**config.mk**
```make
export PLATFORM = sky130hd
export DESIGN_NAME = sram_bus_controller
export DESIGN_NICKNAME = d
export VERILOG_FILES = /design/src/rtl/sram_bus_pkg.sv /design/src/rtl/bus_irq_sync.sv /design/src/rtl/sram_bus_controller.sv
export SDC_FILE = /design/constraint.sdc
export NUM_CORES = 1
export LEC_CHECK = 0
export BUFFER_PORTS_ARGS = -buffer_cell sky130_fd_sc_hd__clkbuf_2
export CAP_MARGIN = 25
export CORE_MARGIN = 1.5
export CORE_UTILIZATION = 40
export CTS_CLUSTER_DIAMETER = 100
export CTS_CLUSTER_SIZE = 8
export DETAILED_ROUTE_END_ITERATION = 7
export GPL_TIMING_DRIVEN = 0
export MAX_ROUTING_LAYER = met4
export PLACE_DENSITY_LB_ADDON = 0.15
export SYNTH_ARGS = -nofsm -noshare
export SYNTH_HDL_FRONTEND = slang
export SYNTH_SLANG_ARGS = --single-unit
```
**constraint.sdc**
```tcl
create_clock -name clk -period 1.7 [get_ports clk]
set_input_delay 0.34 -clock clk [delete_from_list [all_inputs] [get_ports clk]]
set_output_delay 0.34 -clock clk [all_outputs]
set_load 0.03 [all_outputs]
```
**src/rtl/sram_bus_pkg.sv**
```systemverilog
// Shared types and constants for the AVR external-SRAM window controller.
package sram_bus_pkg;

    typedef enum logic [1:0] {
        SLOT_IDE  = 2'd0,
        SLOT_SD   = 2'd1,
        SLOT_CDDA = 2'd2
    } slot_e;

    typedef enum logic [1:0] {
        IDLE  = 2'd0,
        BUSY  = 2'd1,
        DONE  = 2'd2,
        ABORT = 2'd3
    } state_e;

    localparam logic [15:0] SRAM_BASE  = 16'hE000;
    localparam logic [7:0]  ABORT_DATA = 8'hFF;

    // Window offset bits 11:10 pick the slave; CDDA owns the whole upper 2 KiB.
    function automatic slot_e slot_decode(input logic [1:0] a_hi);
        if (a_hi[1])
            return SLOT_CDDA;
        else if (a_hi[0])
            return SLOT_SD;
        else
            return SLOT_IDE;
    endfunction

endpackage

```
**src/rtl/bus_irq_sync.sv**
```systemverilog
// Shift-chain synchroniser whose stages advance only when en is high.
module bus_irq_sync
    import sram_bus_pkg::*;
#(
    parameter int DEPTH = 2
) (
    input  logic clk,
    input  logic rst,
    input  logic en,
    input  logic d,
    output logic q
);

    logic [DEPTH-1:0] chain;

    always_ff @(posedge clk) begin
        if (rst) begin
            chain <= '0;
        end else if (en) begin
            chain[0] <= d;
            for (int i = 1; i < DEPTH; i++)
                chain[i] <= chain[i-1];
        end
    end

    assign q = chain[DEPTH-1];

endmodule

```
**src/rtl/sram_bus_controller.sv**
```systemverilog
// Sequences CPU accesses in the external-SRAM window onto the IDE, SD-card and
// CDDA slaves; also derives the CPU clock/phase and guards against stuck waits.
module sram_bus_controller
    import sram_bus_pkg::*;
#(
    parameter int TIMEOUT_CYC = 256,
    parameter int IRQ_FLOPS   = 2
) (
    input  logic        clk,
    input  logic        rst,
    output logic        clkout_cpu,
    output logic [1:0]  phase,
    input  logic [15:0] sram_a,
    input  logic        sram_cs,
    input  logic        sram_oe,
    input  logic        sram_we,
    output logic [7:0]  cpu_d_in,
    output logic        cpu_wait,
    output logic        cs_ide,
    output logic        cs_sdcard,
    output logic        cs_cdda,
    input  logic [7:0]  d_ide,
    input  logic [7:0]  d_sdcard,
    input  logic [7:0]  d_cdda,
    input  logic        wait_ide,
    input  logic        wait_sdcard,
    input  logic        wait_cdda,
    input  logic        irq_ide,
    output logic        cpu_irq,
    output logic        bus_err,
    input  logic        bus_err_clr
);

    localparam logic [15:0] CNT_LAST = 16'(TIMEOUT_CYC - 1);

    state_e      state, state_next;
    logic [15:0] cnt, cnt_next;
    logic        err_set;
    logic        abort;
    logic        phase0;
    slot_e       slot;
    logic        slave_wait;
    logic [7:0]  slave_data;

    // Only the slot bits are decoded; the CPU core already qualifies the
    // window with sram_cs, and direction does not affect select timing.
    logic        sig_unused;
    assign sig_unused = ^{sram_a[15:12] ^ SRAM_BASE[15:12], sram_a[9:0], sram_oe, sram_we};

    // CPU clock: low for phases 0,1 and high for phases 2,3.
    always_ff @(posedge clk) begin
        if (rst) begin
            phase      <= 2'd0;
            clkout_cpu <= 1'b0;
        end else begin
            phase <= phase + 2'd1;
            if (phase[0])
                clkout_cpu <= ~clkout_cpu;
        end
    end

    assign phase0 = (phase == 2'd0);
    assign slot   = slot_decode(sram_a[11:10]);
    assign abort  = (state == ABORT);

    always_comb begin
        slave_wait = wait_ide;
        slave_data = d_ide;
        case (slot)
            SLOT_SD: begin
                slave_wait = wait_sdcard;
                slave_data = d_sdcard;
            end
            SLOT_CDDA: begin
                slave_wait = wait_cdda;
                slave_data = d_cdda;
            end
            default: begin
                slave_wait = wait_ide;
                slave_data = d_ide;
            end
        endcase
    end

    // Fast slaves only see a one-clk select in the phase-0 window; CDDA is
    // slow enough to take the select for the whole access.
    assign cs_ide    = sram_cs & (slot == SLOT_IDE)  & phase0 & ~abort;
    assign cs_sdcard = sram_cs & (slot == SLOT_SD)   & phase0 & ~abort;
    assign cs_cdda   = sram_cs & (slot == SLOT_CDDA) & ~abort;

    assign cpu_d_in = abort ? ABORT_DATA : slave_data;
    assign cpu_wait = sram_cs & slave_wait & ~abort;

    always_ff @(posedge clk) begin
        if (rst) begin
            state   <= IDLE;
            cnt     <= 16'd0;
            bus_err <= 1'b0;
        end else begin
            state <= state_next;
            cnt   <= cnt_next;
            if (err_set)
                bus_err <= 1'b1;
            else if (bus_err_clr)
                bus_err <= 1'b0;
        end
    end

    // DONE and ABORT only leave on ~sram_cs so a held strobe with a new
    // address is never treated as a second access.
    always_comb begin
        state_next = state;
        cnt_next   = cnt;
        err_set    = 1'b0;
        case (state)
            IDLE: begin
                if (sram_cs && slave_wait) begin
                    state_next = BUSY;
                    cnt_next   = 16'd1;
                end
            end
            BUSY: begin
                if (!sram_cs) begin
                    state_next = IDLE;
                end else if (!slave_wait) begin
                    state_next = DONE;
                end else if (cnt == CNT_LAST) begin
                    state_next = ABORT;
                    err_set    = 1'b1;
                end else begin
                    cnt_next = cnt + 16'd1;
                end
            end
            DONE: begin
                if (!sram_cs)
                    state_next = IDLE;
            end
            ABORT: begin
                if (!sram_cs)
                    state_next = IDLE;
            end
            default: state_next = IDLE;
        endcase
    end

    bus_irq_sync #(
        .DEPTH (IRQ_FLOPS)
    ) u_irq_sync (
        .clk (clk),
        .rst (rst),
        .en  (phase0),
        .d   (irq_ide),
        .q   (cpu_irq)
    );

endmodule

```
Word-level counts from Yosys, hierarchy flattened --
Cells that the tools add are included. W data, S select, Z words.
Word-level totals: register bits after elaboration 24, bits in latches 0, bits in writable memories 0, memory bits (read-only) 0, bits of input ports 50, memories kept 0
Cells by class: add/sub/neg operators 2, $mul 0, divide/modulo/power cells 0, magnitude comparators 0, equal/unequal tests 12, shift-type cells 0, mux-type cells 22, bitwise gates (word level) 12, reductions and logical operators 9
Operators with widths (number):
- $mux W16 | 4
- $pmux W16 S2 | 1
- $add A16 B1 Y16 const B | 1
- $eq A16 B8 Y1 const B | 1
- $pmux W8 S2 | 1
- $mux W2 | 6
- $and A1 B1 Y1 | 10
- $ne A2 B2 Y1 const B | 5
- $mux W8 | 1
- $mux W1 | 7
- $eq A2 B2 Y1 const B | 3
- $logic_not A2 Y1 | 3
- $pmux W2 S3 | 1
- $reduce_and A5 Y1 | 1
- $eq A2 B1 Y1 const B | 2
- $ne A4 B4 Y1 const B | 1
- $reduce_bool A2 Y1 | 2
- $reduce_and A3 Y1 | 1
- $add A2 B1 Y2 const B | 1
- $not A1 Y1 | 2
- $pmux W1 S2 | 1
- $reduce_or A2 Y1 | 1
- $logic_and A1 B1 Y1 | 1

Longest topological paths before layout --
Gate-level depths: netlist of the first run.
depth after elaboration 8, gate-level depth with buffers 7, depth with buffers taken out 5

Modules after synthesis --
A second synthesis of the first run with hierarchy kept.
Second synthesis, totals: cell total of the unflattened synthesis 175, area total of the unflattened synthesis 1546.5 µm²
By module, submodules not included:
- sram_bus_controller | times used 1, cells each 169, area each 1478.9 µm²
- bus_irq_sync | times used 1, cells each 6, area each 67.6 µm²

Worst setup path before layout of the first run --
No wires, ideal clock.
path type reg2reg, from register cnt[8], to register bus_err, library setup time 0.070 ns, data arrival time 1.706 ns, data required time 1.630 ns, setup slack -0.075 ns, cell stages (with the launch flop) 5, buffers on the path 0, period minus slack after synthesis 1.775 ns, path through dfxtp_1 > or4_4 > nor4_4 > or3b_1 > a21oi_1
Between the ends: word-level cells in the longest chain between the ends 6
Ends and longest elaborated chain:
- from (decl) | RTL line sram_bus_controller.sv:37 | logic [15:0] cnt, cnt_next;
- from (signal assigned) | RTL line sram_bus_controller.sv:101 | cnt <= cnt_next;
- $eq A16 B8 Y1 * | RTL line sram_bus_controller.sv:127 | end else if (cnt == CNT_LAST) begin
- $mux W1 * | RTL line sram_bus_controller.sv:127
- $mux W1 * | RTL line sram_bus_controller.sv:125 | end else if (!slave_wait) begin
- $mux W1 * | RTL line sram_bus_controller.sv:123 | if (!sram_cs) begin
- $mux W1 * | RTL line sram_bus_controller.sv:115 | case (state)
- $mux W1 / $reduce_bool A2 Y1 (equally long branches)
- to (signal assigned) | RTL line sram_bus_controller.sv:98 | bus_err <= 1'b0;
- to (signal assigned) | RTL line sram_bus_controller.sv:103 | bus_err <= 1'b1;
- to (signal assigned) | RTL line sram_bus_controller.sv:105 | bus_err <= 1'b0;
- to (decl) | RTL line sram_bus_controller.sv:30 | output logic bus_err,
Every way passes the cells marked *; elsewhere a longest branch is shown, timed or not. A chain may end at the register's enable or synchronous reset.

Final worst setup path of the first run --
from register cnt[15], to register cnt[9]
Between the ends: word-level cells in the longest chain between the ends 3
Ends and longest elaborated chain (RTL line):
- $eq A16 B8 Y1 | sram_bus_controller.sv:127
- $ne A2 B2 Y1 (no source line)
- $reduce_and A5 Y1 (no source line)
No other way between the ends.

==> results of run 1 <==
[timing repair]
item,in CTS,in global routing
pin swaps,9,15
gates resized for setup,23,47
cloned,2,2
endpoints found under the setup margin,28,27
buffers inserted,7,2
[flip-flops by register name, indices dropped and copies added (netlist names)]
| name | count |
|---|---|
| cnt | 16 |
| phase | 2 |
| state | 2 |
| u_irq_sync.chain | 2 |
| bus_err | 1 |
| clkout_cpu | 1 |
[power breakdown]
part	total [mW]	switching [mW]	internal [mW]	leakage [nW]
Clock	0.329	0.171	0.158	0.0216
Combinational	0.321	0.184	0.138	0.662
Sequential	0.585	0.0102	0.575	0.199
[cells in the mapped netlist, types with 3 or more instances]
| cell type | instances | area, sq um |
|---|---|---|
| sky130_fd_sc_hd__a21oi_1 | 15 | 75.07 |
| sky130_fd_sc_hd__buf_2 | 3 | 15.01 |
| sky130_fd_sc_hd__clkbuf_1 | 4 | 15.01 |
| sky130_fd_sc_hd__dfxtp_1 | 24 | 480.5 |
| sky130_fd_sc_hd__inv_1 | 7 | 26.28 |
| sky130_fd_sc_hd__mux2_2 | 9 | 101.4 |
| sky130_fd_sc_hd__mux2i_1 | 10 | 100.1 |
| sky130_fd_sc_hd__nand2_1 | 17 | 63.81 |
| sky130_fd_sc_hd__nand3_1 | 9 | 45.04 |
| sky130_fd_sc_hd__nand4_1 | 5 | 31.28 |
| sky130_fd_sc_hd__nor2_1 | 7 | 26.28 |
| sky130_fd_sc_hd__o31ai_1 | 13 | 97.59 |
| sky130_fd_sc_hd__or4_1 | 13 | 97.59 |
[cell families (layout without fill, tap and decap cells)]
kind of cell / Yosys count / after routing / synth area share, %
simple gates: 71 / 72 / 29.33
fa+ha+maj: 2 / 2 / 1.666
buf+inv: 18 / 81 / 6.249
xor+xnor: 1 / 1 / 0.5834
mux: 19 / 19 / 13.42
compound gates: 38 / 38 / 16.75
flops: 24 / 24 / 32.00
[through the flow]
step / setup slack, ns / power (mW) / setup TNS [ns] / util (%) / cell area [sq um]
6_report: -0.1394 / 1.235 / -1.487 / 61.16 / 2222
5_1_grt: -0.2101 / 1.293 / -2.681 / 61.16 / 2222
4_1_cts: -0.1329 / 1.207 / -1.087 / 55.79 / 2027
3_5_place_dp: -0.4325 / 0.8697 / -7.668 / 50.00 / 1817
3_3_place_gp: -0.4358 / 0.8678 / -7.661 / 50.00 / 1817
2_1_floorplan: 0.006807 / 0.7761 / 0 / - / 1511
[final cells by class]
| cell class | instances | share of cell area, % |
|---|---|---|
| Timing Repair Buffer | 61 | 19.65 |
| Multi-Input combinational cell | 132 | 48.42 |
| Sequential cell | 24 | 22.30 |
| Tap cell | 48 | 2.703 |
| Inverter | 7 | 1.182 |
| Buffer | 10 | 3.885 |
| Clock buffer | 3 | 1.858 |
[layer usage]
layer	GRT usage [%]	vias up	routed length, um
li1	-	793	-
met1	24.65	720	1833
met2	30.99	50	2044
met3	4.577	2	229
met4	2.394	0	14
met5	-	-	0
[path summary, 6_finish.rpt]
| kind | start | endpoint | slack (ns) |
|---|---|---|---|
| worst max-delay path | cnt[15]$_SDFFE_PP0P_ | cnt[9]$_SDFFE_PP0P_ | -0.14 |
| worst min-delay path | rst | cnt[1]$_SDFFE_PP0P_ | 0.32 |
| worst max register to register | cnt[15]$_SDFFE_PP0P_ | cnt[9]$_SDFFE_PP0P_ | -0.14 |
| worst min register to register | phase[0]$_SDFF_PP0_ | phase[0]$_SDFF_PP0_ | 0.48 |
==> results.json, run 1 <==
{
  "final.hold.worst_slack_ns": 0.3184,
  "total_routed_length_um": 4120,
  "crit_fanout": 5,
  "clk_latency_ns": 0.27,
  "synth.lib_cells_used.distinct": 41,
  "ir_drop_mv": 0.6433,
  "rsz0062_at_grt": "yes",
  "slew_headroom_pct": 78.17,
  "cp_data_arrival_time_ns": 2.03,
  "clock_sink_count": 24,
  "cts_buffer_depth": 2,
  "route.detailed.drc": 0,
  "final_hold_viol_count": 0,
  "fin_worst_skew_ns": 0.01075,
  "seq_area_frac_synth_pct": 32.00,
  "class_of_the_most_critical_setup_path": "reg -> reg",
  "power_leakage_nw": 0.8831,
  "netlist_instances": 173,
  "synth-main-ff-cell": "sky130_fd_sc_hd__dfxtp_1",
  "clock-root-buffer": "sky130_fd_sc_hd__clkbuf_8",
  "synth_nets": 225,
  "setup.worst_path.end_class": "flip-flop",
  "grt_use_total_pct": 18.99,
  "cell_chain_of_the_critical_path": "or4_4, nor4_4, buf_6, buf_12, buf_8, o31ai_1, a21oi_1",
  "yosys_reg_bits": 24,
  "worst-endpoint-required_ns": 1.89,
  "synth-edff-count": 0,
  "syn2layout_area_growth_pct": 48.00,
  "worst_path_depth": 7,
  "critical-path-slowest-cell": "sky130_fd_sc_hd__or4_4",
  "drt_first_pass_iters": 4,
  "dp_hpwl_um": 2709,
  "post_drt_via_cell_ratio": 5.491,
  "final_net_count": 291,
  "async_flop_share_pct": 0,
  "setup_viol_count_final": 15,
  "cp.buffers_inverters": 3,
  "route.antenna.remaining_nets": 0,
  "grt_antenna_before_repair": 0,
  "cts_buffers": 3,
  "maxSlewViolCount": 0,
  "starting_utilization_of_the_core_area_pct": 41.32,
  "die-area_sq_um": 4130,
  "vias": 1565,
  "failed_checks": "setup timing",
  "critPathLaunchType": "flip-flop",
  "row_count": 22,
  "grt_pass1_wl_um": 6154,
  "critical-path-max-stage-delay_ns": 0.58,
  "clock_tree_from_tritoncts": "done",
  "fillerInstances": 315,
  "layout.area.seq_sq_um": 495.5,
  "cts.clk_slew.worst_paths_ns": 0.09,
  "cap_viol_max_count": 0,
  "routedWlPerCell_um": 14.46,
  "layout-drive-gt1-share_pct": 51.48,
  "htree_levels": 1,
  "io_buffers": 49,
  "timing.critical_path.max_delay_family": "simple AND/OR/NAND/NOR gates",
  "syn-cell-area_sq_um": 1501,
  "outcome": "complete, but fails checks",
  "worstMarginPinSlew_ns": 0.3247,
  "hold_class": "in -> reg",
  "cts_hold_buf": 0,
  "place_congestion": 0.7487,
  "placed_cells": 270,
  "worst_r2r_path_depth": 7,
  "multi_input_combinational_cell_area_sq_um": 1076,
  "layout.cells.most_common": "sky130_fd_sc_hd__clkbuf_2",
  "most_frequent_cells_in_the_layout": "sky130_fd_sc_hd__clkbuf_2 (43), sky130_fd_sc_hd__dfxtp_1 (16), sky130_fd_sc_hd__nand2_1 (15)",
  "syn_area_per_cell_sq_um": 8.679,
  "period_needed_ns": 1.839,
  "maxClockFrequency_mhz": 543.7,
  "globalRoute.totalOverflow": 0,
  "cellPowerDensity_nw_per_um2": 555.8,
  "dr.first_iter.drc_count": 57,
  "min_delay_path_depth": 2,
  "grt_start_max_net_pins": 13,
  "antenna-diode-count": 0,
  "width_of_the_die_um": 64.27,
  "coreArea_sq_um": 3633,
  "synth.yosys.warnings": 0,
  "period_utilization_post_route_pct": 108.2,
  "die_h_um": 64.27,
  "worst_slack_ns": -0.1394,
  "layout.cells.non_filler": 285,
  "design.portCount": 67,
  "grt_pass1_vias": 1323
}
Note: power is estimated with default switching activity, not from simulation.
==> run 2: changes to the inputs <==
==> constraint.sdc (replaced) <==
create_clock -name clk -period 1.7 [get_ports clk]
set_input_delay 0.085 -clock clk [delete_from_list [all_inputs] [get_ports clk]]
set_output_delay 0.085 -clock clk [all_outputs]
set_load 0.03 [all_outputs]
==> results.json, run 2 (synthesis results as in run 1) <==
{
  "route.antenna.remaining_nets": 0,
  "most_frequent_cells_in_the_layout": "sky130_fd_sc_hd__clkbuf_2 (50), sky130_fd_sc_hd__nand2_1 (16), sky130_fd_sc_hd__a21oi_1 (15)",
  "worstHoldStart": "rst",
  "maxSlewViolCount": 0,
  "slew_headroom_pct": 56.54,
  "period_needed_ns": 1.826,
  "grt_pass1_wl_um": 5789,
  "r2r_setup_slack_ns": -0.13,
  "grt_antenna_before_repair": 0,
  "cts_buffers": 3,
  "layout.cells.most_common": "sky130_fd_sc_hd__clkbuf_2",
  "clock_tree_from_tritoncts": "done",
  "dp_hpwl_um": 2647,
  "cts_hold_buf": 0,
  "crit_start": "cnt[15]$_SDFFE_PP0P_",
  "htree_levels": 1,
  "setup.worst_path.end_class": "flip-flop",
  "rsz0062_at_grt": "yes",
  "report.power.total_mw": 1.213,
  "power_leakage_nw": 0.8207,
  "io_buffers": 49,
  "total_routed_length_um": 3780,
  "design.portCount": 67,
  "antenna-diode-count": 0,
  "period_utilization_post_route_pct": 107.4,
  "layout.cell_area.non_filler_sq_um": 2056,
  "worst-endpoint-required_ns": 1.90,
  "cts.clk_slew.worst_paths_ns": 0.09,
  "crit_end": "bus_err$_SDFFE_PP0P_",
  "ir_drop_mv": 0.4845,
  "setup_viol_count_final": 14,
  "fin_worst_skew_ns": 0.009967,
  "cts_buffer_depth": 2,
  "starting_utilization_of_the_core_area_pct": 41.32,
  "die-area_sq_um": 4130,
  "worst_slack_ns": -0.1255,
  "coreArea_sq_um": 3633,
  "class_of_the_most_critical_setup_path": "reg -> reg",
  "crit_fanout": 3,
  "final_net_count": 286,
  "grt_use_total_pct": 17.72,
  "final_hold_viol_count": 0,
  "place_congestion": 0.7945,
  "registers.top_by_ff_count": "cnt",
  "final.hold.worst_slack_ns": 0.05968,
  "worstMarginPinSlew_ns": 0.6519,
  "maxClockFrequency_mhz": 547.8,
  "cellPowerDensity_nw_per_um2": 589.9,
  "failed_checks": "setup timing",
  "syn2layout_area_growth_pct": 36.92,
  "worst_r2r_path_depth": 4,
  "drt_first_pass_iters": 4,
  "critPathLaunchType": "flip-flop",
  "outcome": "complete, but fails checks",
  "cp_data_arrival_time_ns": 2.03,
  "post_place_instance_area_sq_um": 1810,
  "layout-drive-gt1-share_pct": 47.84,
  "dr.first_iter.drc_count": 24,
  "timing.rr.start": "cnt[15]$_SDFFE_PP0P_",
  "globalRoute.totalOverflow": 0,
  "vias": 1533,
  "regToRegEndpoint": "bus_err$_SDFFE_PP0P_",
  "grt_start_max_net_pins": 13,
  "cap_viol_max_count": 0,
  "route.detailed.drc": 0,
  "die_h_um": 64.27,
  "hold_class": "in -> reg",
  "clk_latency_ns": 0.27,
  "post_drt_via_cell_ratio": 5.475,
  "clock_sink_count": 24,
  "fillerInstances": 341,
  "clock-root-buffer": "sky130_fd_sc_hd__clkbuf_8",
  "routedWlPerCell_um": 13.50,
  "width_of_the_die_um": 64.27,
  "grt_pass1_vias": 1315,
  "max_reg_flops": 16,
  "row_count": 22
}
## run 2: changes by cell type in the layout (fill, tap and decap cells not counted), moves of 3 or more
cell,previous run,this run
sky130_fd_sc_hd__clkbuf_2,43,50
sky130_fd_sc_hd__clkbuf_4,5,0
sky130_fd_sc_hd__dfxtp_2,6,10
sky130_fd_sc_hd__a21oi_1,12,15
sky130_fd_sc_hd__a21oi_2,5,2
sky130_fd_sc_hd__buf_6,4,1
## run 2: cell type report
type                            count  area [sq um]  share of cell area (%)
Buffer                             10         71.32                   3.469
Clock buffer                        3         41.29                   2.009
Inverter                            7         26.28                   1.278
Multi-Input combinational cell    131          1028                   50.03
Sequential cell                    24         493.0                   23.98
Tap cell                           48         60.06                   2.921
Timing Repair Buffer               57         335.3                   16.31
## run 2: what timing repair did
item,4_1_cts,5_1_grt
setup buffers,4,3
resized for setup,7,33
cloned,0,1
pin swaps,5,11
endpoints found under the setup margin,17,19
## run 2: through the flow
stage | setup TNS [ns] | setup slack (ns) | std cells | utilization [%]
2_1_floorplan | 0 | 0.006807 | 173 | -
3_3_place_gp | -3.120 | -0.2331 | 270 | 49.83
3_5_place_dp | -3.351 | -0.2571 | 270 | 49.83
4_1_cts | -0.8016 | -0.1021 | 276 | 52.27
5_1_grt | -1.949 | -0.1744 | 280 | 56.58
6_report | -1.133 | -0.1255 | 280 | 56.58
## run 2: critical path, cell delays in order (launching register included)
cell and delay, ns:
sky130_fd_sc_hd__dfxtp_2 0.33, sky130_fd_sc_hd__or4_4 0.58, sky130_fd_sc_hd__nor4_4 0.35, sky130_fd_sc_hd__or3b_1 0.38
sky130_fd_sc_hd__a21oi_1 0.12
## run 2: how the worst min path moves through the flow
stage                     slack (ns)  cells after the start                     to
after detailed placement        0.34                      2    phase[0]$_SDFF_PP0_
after global placement          0.34                      2    phase[0]$_SDFF_PP0_
final                           0.06                      2    phase[0]$_SDFF_PP0_
after global routing            0.06                      2    phase[0]$_SDFF_PP0_
after CTS                       0.06                      2    phase[0]$_SDFF_PP0_
after floorplan                 0.20                      2  state[1]$_SDFFE_PP0P_
## run 2: layer usage
metal	share of wire (%)	vias up	wire, um	track usage (%)
li1	-	781	-	-
met2	47	36	1786	28.78
met3	3.8	7	145	3.345
met5	0	-	0	-
met1	47	709	1795	22.29
met4	1.4	0	53	5.585
## run 2: power breakdown
group          switching, mW  internal (mW)
logic                  0.172          0.112
registers             0.0108          0.576
clock network          0.183          0.159
total                  0.366          0.847
